File: src/rtl/usrt_tx_ctrl_if.sv
// Host-side handshake and serial line bundle for the USRT transmit sequencer.
// The host drives the byte/parity/valid group; the controller drives everything else.
interface usrt_tx_ctrl_if;
    logic [7:0] i_Data;
    logic [1:0] i_Parity;
    logic       i_Valid;
    logic       o_Ready;
    logic       o_Tx;
    logic       o_Sclk;
    logic       o_Busy;
    logic       o_Done;

    modport master (
        output i_Data,
        output i_Parity,
        output i_Valid,
        input  o_Ready,
        input  o_Tx,
        input  o_Sclk,
        input  o_Busy,
        input  o_Done
    );

    modport slave (
        input  i_Data,
        input  i_Parity,
        input  i_Valid,
        output o_Ready,
        output o_Tx,
        output o_Sclk,
        output o_Busy,
        output o_Done
    );
endinterface

File: src/rtl/usrt_tx_ctrl.sv
// USRT transmit sequencer: latches one byte plus parity mode on a valid/ready
// handshake, then shifts out start, 8 data bits LSB-first, optional parity and
// stop, each held CLKS_PER_BIT cycles with a companion serial clock that rises
// at mid-bit. Every output is a flop, so the serial pins never glitch.
module usrt_tx_ctrl #(
    parameter int CLKS_PER_BIT = 16
) (
    input  logic           i_Pclk,
    input  logic           i_Rst,
    usrt_tx_ctrl_if.slave  bus
);

    localparam int HALF_BIT = CLKS_PER_BIT / 2;
    localparam int CNT_W    = (CLKS_PER_BIT > 2) ? $clog2(CLKS_PER_BIT) : 1;

    // Last cycle of a bit, and the cycle whose successor starts the high half of o_Sclk.
    localparam logic [CNT_W-1:0] CNT_LAST  = CNT_W'(CLKS_PER_BIT - 1);
    localparam logic [CNT_W-1:0] SCLK_PREP = CNT_W'(HALF_BIT - 1);

    typedef enum logic [1:0] {
        IDLE  = 2'd0,
        SHIFT = 2'd1,
        DONE  = 2'd2
    } state_t;

    state_t           state_q;
    logic [CNT_W-1:0] cnt_q;
    logic [3:0]       bit_q;
    logic [3:0]       last_bit_q;
    // Frame bits 1..10 still to be sent; bit 0 (start) is driven straight onto o_Tx at accept.
    logic [9:0]       frame_q;
    logic             tx_q;
    logic             sclk_q;
    logic             ready_q;
    logic             busy_q;
    logic             done_q;

    logic             parity_en_d;
    logic             parity_bit_d;
    logic [9:0]       frame_d;

    // Build the tail of the frame from the host inputs; used only on the accept edge.
    // Mode 01 is odd parity (~^data), 10 is even (^data), 00/11 send no parity slot.
    always_comb begin
        parity_en_d  = (bus.i_Parity == 2'b01) || (bus.i_Parity == 2'b10);
        parity_bit_d = bus.i_Parity[0] ? ~(^bus.i_Data) : (^bus.i_Data);
        frame_d      = parity_en_d ? {1'b1, parity_bit_d, bus.i_Data}
                                   : {2'b11, bus.i_Data};
    end

    // Framing FSM with all outputs registered; reset abandons any partial frame.
    always_ff @(posedge i_Pclk or posedge i_Rst) begin
        if (i_Rst) begin
            state_q    <= IDLE;
            cnt_q      <= '0;
            bit_q      <= '0;
            last_bit_q <= '0;
            frame_q    <= '0;
            tx_q       <= 1'b1;
            sclk_q     <= 1'b0;
            ready_q    <= 1'b1;
            busy_q     <= 1'b0;
            done_q     <= 1'b0;
        end else begin
            case (state_q)
                IDLE: begin
                    if (bus.i_Valid && ready_q) begin
                        state_q    <= SHIFT;
                        frame_q    <= frame_d;
                        last_bit_q <= parity_en_d ? 4'd10 : 4'd9;
                        cnt_q      <= '0;
                        bit_q      <= '0;
                        tx_q       <= 1'b0;
                        sclk_q     <= 1'b0;
                        ready_q    <= 1'b0;
                        busy_q     <= 1'b1;
                    end
                end

                SHIFT: begin
                    if (cnt_q == CNT_LAST) begin
                        cnt_q  <= '0;
                        sclk_q <= 1'b0;
                        if (bit_q == last_bit_q) begin
                            state_q <= DONE;
                            bit_q   <= '0;
                            frame_q <= '0;
                            tx_q    <= 1'b1;
                            busy_q  <= 1'b0;
                            done_q  <= 1'b1;
                        end else begin
                            bit_q   <= bit_q + 4'd1;
                            tx_q    <= frame_q[0];
                            frame_q <= {1'b1, frame_q[9:1]};
                        end
                    end else begin
                        cnt_q  <= cnt_q + 1'b1;
                        sclk_q <= (cnt_q >= SCLK_PREP);
                    end
                end

                DONE: begin
                    state_q <= IDLE;
                    done_q  <= 1'b0;
                    ready_q <= 1'b1;
                end

                default: begin
                    state_q <= IDLE;
                    tx_q    <= 1'b1;
                    sclk_q  <= 1'b0;
                    ready_q <= 1'b1;
                    busy_q  <= 1'b0;
                    done_q  <= 1'b0;
                end
            endcase
        end
    end

    assign bus.o_Ready = ready_q;
    assign bus.o_Tx    = tx_q;
    assign bus.o_Sclk  = sclk_q;
    assign bus.o_Busy  = busy_q;
    assign bus.o_Done  = done_q;

endmodule

File: src/flat_wrapper.sv
// flat-port wrapper written by rule: the top's interface ports become plain ports
module usrt_tx_ctrl_flat 
#(
    parameter int CLKS_PER_BIT = 16
)
  (i_Pclk, i_Rst, bus_i_Data, bus_i_Parity, bus_i_Valid, bus_o_Ready, bus_o_Tx, bus_o_Sclk, bus_o_Busy, bus_o_Done);
  usrt_tx_ctrl_if bus_i ();
  input  logic i_Pclk;
  input  logic i_Rst;
  input wire logic [$bits(bus_i.i_Data)-1:0] bus_i_Data;
  input wire logic [$bits(bus_i.i_Parity)-1:0] bus_i_Parity;
  input wire logic [$bits(bus_i.i_Valid)-1:0] bus_i_Valid;
  output wire logic [$bits(bus_i.o_Ready)-1:0] bus_o_Ready;
  output wire logic [$bits(bus_i.o_Tx)-1:0] bus_o_Tx;
  output wire logic [$bits(bus_i.o_Sclk)-1:0] bus_o_Sclk;
  output wire logic [$bits(bus_i.o_Busy)-1:0] bus_o_Busy;
  output wire logic [$bits(bus_i.o_Done)-1:0] bus_o_Done;
  assign bus_i.i_Data = bus_i_Data;
  assign bus_i.i_Parity = bus_i_Parity;
  assign bus_i.i_Valid = bus_i_Valid;
  assign bus_o_Ready = bus_i.o_Ready;
  assign bus_o_Tx = bus_i.o_Tx;
  assign bus_o_Sclk = bus_i.o_Sclk;
  assign bus_o_Busy = bus_i.o_Busy;
  assign bus_o_Done = bus_i.o_Done;
  usrt_tx_ctrl #(.CLKS_PER_BIT(CLKS_PER_BIT)) u_core (.i_Pclk(i_Pclk), .i_Rst(i_Rst), .bus(bus_i));
endmodule
File: config.mk
export PLATFORM = sky130hd
export DESIGN_NAME = usrt_tx_ctrl_flat
export DESIGN_NICKNAME = d
export VERILOG_FILES = /design/src/rtl/usrt_tx_ctrl_if.sv /design/src/rtl/usrt_tx_ctrl.sv /design/src/flat_wrapper.sv
export SDC_FILE = /design/constraint.sdc
export NUM_CORES = 1
export LEC_CHECK = 0
export CORE_AREA = 2 2 52 54
export CTS_BUF_LIST = sky130_fd_sc_hd__clkbuf_4 sky130_fd_sc_hd__clkbuf_8
export CTS_CLUSTER_DIAMETER = 30
export DETAILED_ROUTE_END_ITERATION = 12
export DIE_AREA = 0 0 54 56
export PLACE_DENSITY = 0.87
export SETUP_SLACK_MARGIN = 0.5
export SYNTH_ARGS = -nofsm -noshare
export SYNTH_HDL_FRONTEND = slang
export SYNTH_SLANG_ARGS = --single-unit
export TNS_END_PERCENT = 20
File: constraint.sdc
create_clock -name i_Pclk -period 3.9 [get_ports i_Pclk]
set_input_delay 0.78 -clock i_Pclk [delete_from_list [all_inputs] [get_ports i_Pclk]]
set_output_delay 0.78 -clock i_Pclk [all_outputs]
set_load 0.01 [all_outputs]
==> results of run 1 <==
-- final cells by class --
cell class / instances / area (µm²) / area share, %
Timing Repair Buffer: 18 / 178 / 11.1
Inverter: 2 / 7.51 / 0.468
Tap cell: 30 / 37.5 / 2.34
Multi-Input combinational cell: 100 / 654 / 40.8
Clock buffer: 3 / 22.5 / 1.41
Sequential cell: 28 / 703 / 43.9
-- layer usage --
metal	vias up	share of wire (%)	track usage, %
met5	-	0	0
met2	35	51	34.7
met4	0	1.3	11.1
li1	508	-	-
met1	525	44	26.1
met3	4	3.8	2.69
-- Yosys cell counts (2+ instances only) --
master     n  area share, %
dfrtp_1   26             46
nor2_1    24            6.4
o21ai_0   11            3.9
nand2_1   10            2.7
a221oi_1   8            5.0
xnor2_1    7            4.4
xor2_1     5            3.1
nand2b_1   4            1.8
a22o_2     3            2.1
buf_6      3            2.4
a31oi_1    2           0.89
dfstp_2    2            3.7
ha_1       2            1.8
inv_1      2           0.53
nand3_1    2           0.71
-- metrics by stage --
step                setup WS [ns]  util (%)  hold slack, ns  cell area [µm²]  instances
global route                 1.61      65.9           0.516             1600        181
finish                       1.67      65.9           0.489             1600        181
floorplan                    2.19         -           0.455             1410        134
detailed placement           1.58      65.0           0.476             1580        178
CTS                          1.66      65.9           0.496             1600        181
global placement             1.65      65.0           0.471             1580        178
-- power by group --
part	internal [W]	switching [W]	total, W
clock	0.0000362	0.0000818	0.000118
combinational	0.0000214	0.0000176	0.0000389
sequential	0.000291	0	0.000291
total	0.000348	0.0000994	0.000448
-- sequential cells by signal, summed over array words and instances, names as in the netlist --
name,count
u_core.bus.o_Tx,1
u_core.last_bit_q,3
u_core.bit_q,4
u_core.state_q,2
u_core.bus.o_Done,1
u_core.frame_q,10
u_core.cnt_q,4
u_core.bus.o_Busy,1
u_core.bus.o_Sclk,1
u_core.bus.o_Ready,1
-- cell families after synthesis --
group,count (synthesis),share of synthesized area [%]
xor+xnor,12,7.47
simple gates,51,19.0
mux,2,1.51
buf+inv,6,3.47
flops,28,50.0
fa+ha+maj,2,1.78
compound gates,33,16.7
-- final timing paths --
check / slack [ns] / start / cells past startpoint / to
max: 1.67 / u_core.bus.o_Ready$_DFFE_PP1P_ / 1 / bus_o_Ready
min: 0.49 / u_core.bus.o_Tx$_DFFE_PP1P_ / 2 / u_core.bus.o_Tx$_DFFE_PP1P_
max reg2reg: 2.03 / u_core.cnt_q[0]$_DFFE_PP0P_ / 7 / u_core.last_bit_q[0]$_DFFE_PP0P_
min reg2reg: 0.49 / u_core.bus.o_Tx$_DFFE_PP1P_ / 2 / u_core.bus.o_Tx$_DFFE_PP1P_
max in group asynchronous: 2.27 / i_Rst / 2 / u_core.cnt_q[2]$_DFFE_PP0P_
min in group asynchronous: 1.00 / i_Rst / 2 / u_core.frame_q[1]$_DFFE_PP0P_
==> key figures, run 1 <==
Status
  • Status: finished clean

GRT
  • Number of antenna violations at the first check in global routing: 0
  • Global-route wire length before repair: about 4800 µm
  • Largest net degree at the start of global routing: 29
  • Gr usage total: 21.1%
  • Vias in the first global route: 1139
  • GRT overflow: 0

Clock network
  • Max clock buf depth: 2
  • CTS resizes: 0
  • Worst-Skew Late Latency: 0.32 ns
  • TritonCTS clock tree: yes
  • CTS root buf: clkbuf_4
  • H-tree depth: 1
  • Clk slew on worst S/H paths: 0.14 ns
  • CTS buffer count: 3
  • Clk sink count: 28
  • # Post-CTS Setup Buffers: 0
  • Hold-fix buffers, CTS: 0

Job
  • Max_cap viols: 0

Cells and area
  • Synthesis-to-layout area growth: 14.0%
  • Fillers: 204
  • Layout cells sized above 1: roughly an eighth
  • Most common cell after layout, fill and taps aside: dfrtp_1
  • Nets: 168
  • Most frequent cells in the layout: 26 x dfrtp_1, 24 x nor2_1, 17 x clkdlybuf4s50_1
  • Antenna diodes: 0

Die
  • DIE AREA: around 0.003 mm²
  • Die X: 54 µm
  • Die Ht: 56 µm
  • Initial Util: 57.8%
  • Rows: 18
  • I/O pin count: 18
  • Core Area: 0.00243 mm²

Logic synthesis
  • Synth Net Count: 149
  • Mapped Area: 0.00141 mm²
  • Async S/R FF share, synth: 100%
  • Post-synth EDFFs: 0
  • Syn Inst Count: 134
  • Seq/Total Area, Yosys: 50.0%
  • Avg Inst Size Synth: 10.5 µm²
  • Top_reg_cell synth: dfrtp_1
  • Number of synthesized register bits: 28
  • Post-synthesis cell type count: 38
  • Synth Warn #: 0

Worst setup path
  • Crit start category: flip-flop
  • Crit path capture type: output port
  • Bufs and invs on worst path: 1
  • WP data required: 3.12 ns
  • Crit-path slowest cell: dfstp_2
  • CP max FO: 4
  • WS Path Type: flip-flop to output port
  • CP max stage delay: 0.59 ns
  • CP cell instances: clkdlybuf4s50_1
  • WP data arrival: 1.45 ns
  • Worst path top cell family by delay: flip-flops

Timing
  • Fmax achieved: 0.449 GHz
  • Final Hold Fails: 0
  • Unrepaired setup endpoints after global routing: no
  • Tcrit/Tclk final: 57.1%
  • Pins Over Slew Limit: 0
  • Final setup fails: 0
  • Final Skew: 0.00110 ns
  • Worst slew margin relative to its limit: 29.7%
  • Worst-margin pin slew: about 1.1 ns
  • Tmin final: 2.23 ns
  • Setup_tns: 0 ns

Power and ir drop
  • Pwr Total: ~0.00045 W
  • Pwr Density: around 280 mW/mm²
  • Leak: 0.670 nW
  • Worst vdd ir: 0.178 mV

Detailed routing
  • DRC viols: 0
  • DR vias/cell: 5.92
  • Post-DRT Antenna Nets: 0
  • DRT iter0 DRCs: 23
  • Vias: 1072
  • Mean routed wirelength per cell: 15.0 µm
  • Total Wirelength: roughly 2700 µm
  • Router iterations before antenna repair: 4

Placement
  • Placer Congestion: 0.871
  • PortBufs: 17
  • HPWL Detailed: 1970 µm

Worst hold path
  • Hold Crit Class: flip-flop to flip-flop
Note: power is estimated with default switching activity, not from simulation.
==> inputs of run 2 (changes only) <==
Settings changed: CORE_AREA 2 2 52 54 to 2 2 54 56, DIE_AREA 0 0 54 56 to 0 0 56 58, PLACE_DENSITY 0.87 to 0.82.
Clock period 3.9 ns to 2.05 ns, I/O delays scaled along.
==> key figures, run 2 (synthesis gave the netlist of run 1 again) <==
GRT
  • GRT overflow: 0
  • Number of antenna violations at the first check in global routing: 0
  • Vias in the first global route: 1114
  • Largest net degree at the start of global routing: 29
  • Global-route wire length before repair: around 5000 µm
  • Gr usage total: 19.5%

Timing
  • Final Skew: 0.0150 ns
  • Final Hold Fails: 0
  • Tmin final: between 1.5 and 2 ns
  • Worst-margin pin slew: 0.361 ns
  • Final setup fails: 0
  • Tcrit/Tclk final: 81.4%
  • Pins Over Slew Limit: 0
  • Fmax achieved: 0.599 GHz
  • WHS: 0.414 ns
  • Worst slew margin relative to its limit: about three quarters
  • Setup_tns: 0 ns
  • Unrepaired setup endpoints after global routing: yes

Die
  • Core Area: 0.00266 mm²
  • Initial Util: between 50 and 60%
  • Rows: 19
  • Die X: 56 µm
  • I/O pin count: 18
  • DIE AREA: 0.00325 mm²
  • Die Ht: 58 µm

Worst setup path
  • WP data arrival: 1.26 ns
  • WP data required: about 1.6 ns
  • WS Path Type: flip-flop to output port
  • CP max stage delay: 0.53 ns
  • Bufs and invs on worst path: 1
  • Crit-path slowest cell: clkdlybuf4s50_1
  • CP cell instances: clkdlybuf4s50_1
  • Crit path capture type: output port
  • CP max FO: 2
  • Worst path top cell family by delay: buffers and inverters
  • Crit start category: flip-flop

Placement
  • HPWL Detailed: approximately 2000 µm
  • PortBufs: 17
  • Placer Congestion: 0.724

Clock network
  • CTS buffer count: 3
  • H-tree depth: 1
  • TritonCTS clock tree: yes
  • Worst-Skew Late Latency: 0.34 ns
  • CTS root buf: clkbuf_4
  • Hold-fix buffers, CTS: 0
  • Clk sink count: 28
  • Max clock buf depth: 2
  • Clk slew on worst S/H paths: 0.16 ns

Detailed routing
  • DRT iter0 DRCs: 56
  • Post-DRT Antenna Nets: 0
  • Mean routed wirelength per cell: 15.1 µm
  • Router iterations before antenna repair: 6
  • Total Wirelength: just under 3000 µm
  • DRC viols: 0
  • Vias: 1130
  • DR vias/cell: 5.74

Cells and area
  • Layout cells sized above 1: between 20% and 30%
  • Antenna diodes: 0
  • Multi-input logic area: ~700 µm²
  • Max FFs per register: 10
  • Most common cell after layout, fill and taps aside: dfrtp_1
  • Top Registers: u_core.frame_q (10), u_core.bit_q (4), u_core.cnt_q (4)
  • FF+latch area: between 700 and 800 µm²
  • Biggest register: u_core.frame_q
  • Fillers: between 200 and 250
  • Synthesis-to-layout area growth: 26.7%
  • Nets: 182
  • Most frequent cells in the layout: 26 x dfrtp_1, 24 x nor2_1, 13 x clkdlybuf4s50_1, 13 x buf_4, 11 x o21ai_0

Status
  • Status: finished clean

Power and ir drop
  • Leak: 0.771 nW
  • Worst vdd ir: 0.409 mV
  • Pwr Density: 556 mW/mm²

Job
  • Max_cap viols: 0

Worst hold path
  • Hold Crit Class: primary input to asynchronous set/reset pin
==> run 2: cell types whose count changed in the layout (fill, tap and decap cells not counted), sizes merged <==
| cell | before | now |
|---|---|---|
| dlymetal6s2s | 0 | 1 |
| clkdlybuf4s15 | 0 | 1 |
| bufinv | 0 | 1 |
| nand2b | 5 | 6 |
| buf | 1 | 14 |
| dlygate4sd2 | 0 | 2 |
| clkdlybuf4s50 | 17 | 13 |
==> run 2: routing by layer <==
metal / global-route usage [%] / part of all wire [%] / vias to the layer above
li1: - / - / 535
met1: 25.0 / 45 / 558
met2: 35.1 / 50 / 33
met3: 2.01 / 4.1 / 4
met4: 5.78 / 0.87 / 0
met5: 0 / 0 / -
==> run 2: metrics by stage <==
step           setup slack [ns]  total power, W  cells  util, %  area [µm²]
6_report                  0.381        0.000991    197     66.9        1780
3_3_place_gp              0.187        0.000638    183     60.5        1610
2_1_floorplan             0.538        0.000603    134        -        1410
4_1_cts                   0.365         0.00100    193     64.9        1730
3_5_place_dp              0.152        0.000639    183     60.5        1610
5_1_grt                   0.337         0.00102    197     66.9        1780
==> run 2: repair_timing <==
item	CTS	global route
setup buffers	5	4
pin swaps	2	3
resized for setup	9	6
endpoints found under the hold margin	0	0
gates cloned	1	0
endpoints found under the setup margin	19	24
==> run 2: cell type report <==
| cell class | count | area share, % |
|---|---|---|
| Clock inverter | 1 | 1.69 |
| Clock buffer | 3 | 1.26 |
| Inverter | 2 | 0.421 |
| Tap cell | 31 | 2.18 |
| Timing Repair Buffer | 31 | 15.7 |
| Sequential cell | 28 | 39.5 |
| Multi-Input combinational cell | 101 | 39.3 |
==> run 2: path summary, 6_finish.rpt <==
| path | cells after the start | startpoint | end | slack, ns |
|---|---|---|---|---|
| setup / recovery | 1 | u_core.bus.o_Done$_DFFE_PP0P_ | bus_o_Done | 0.38 |
| hold / removal | 3 | i_Rst | u_core.bus.o_Sclk$_DFFE_PP0P_ | 0.41 |
| hold reg to reg | 2 | u_core.bus.o_Tx$_DFFE_PP1P_ | u_core.bus.o_Tx$_DFFE_PP1P_ | 0.50 |
| max in group asynchronous | 3 | i_Rst | u_core.bus.o_Ready$_DFFE_PP1P_ | 1.33 |
| setup reg to reg | 6 | u_core.bus.o_Ready$_DFFE_PP1P_ | u_core.frame_q[3]$_DFFE_PP0P_ | 0.46 |
| min in group i_Pclk | 2 | u_core.bus.o_Tx$_DFFE_PP1P_ | u_core.bus.o_Tx$_DFFE_PP1P_ | 0.50 |
==> run 2: power by group <==
group	total (W)	switching, W	internal [W]
sequential	0.000553	0	0.000553
clock	0.000363	0.000165	0.000198
combinational	0.0000751	0.0000331	0.0000420
total	0.000991	0.000199	0.000793
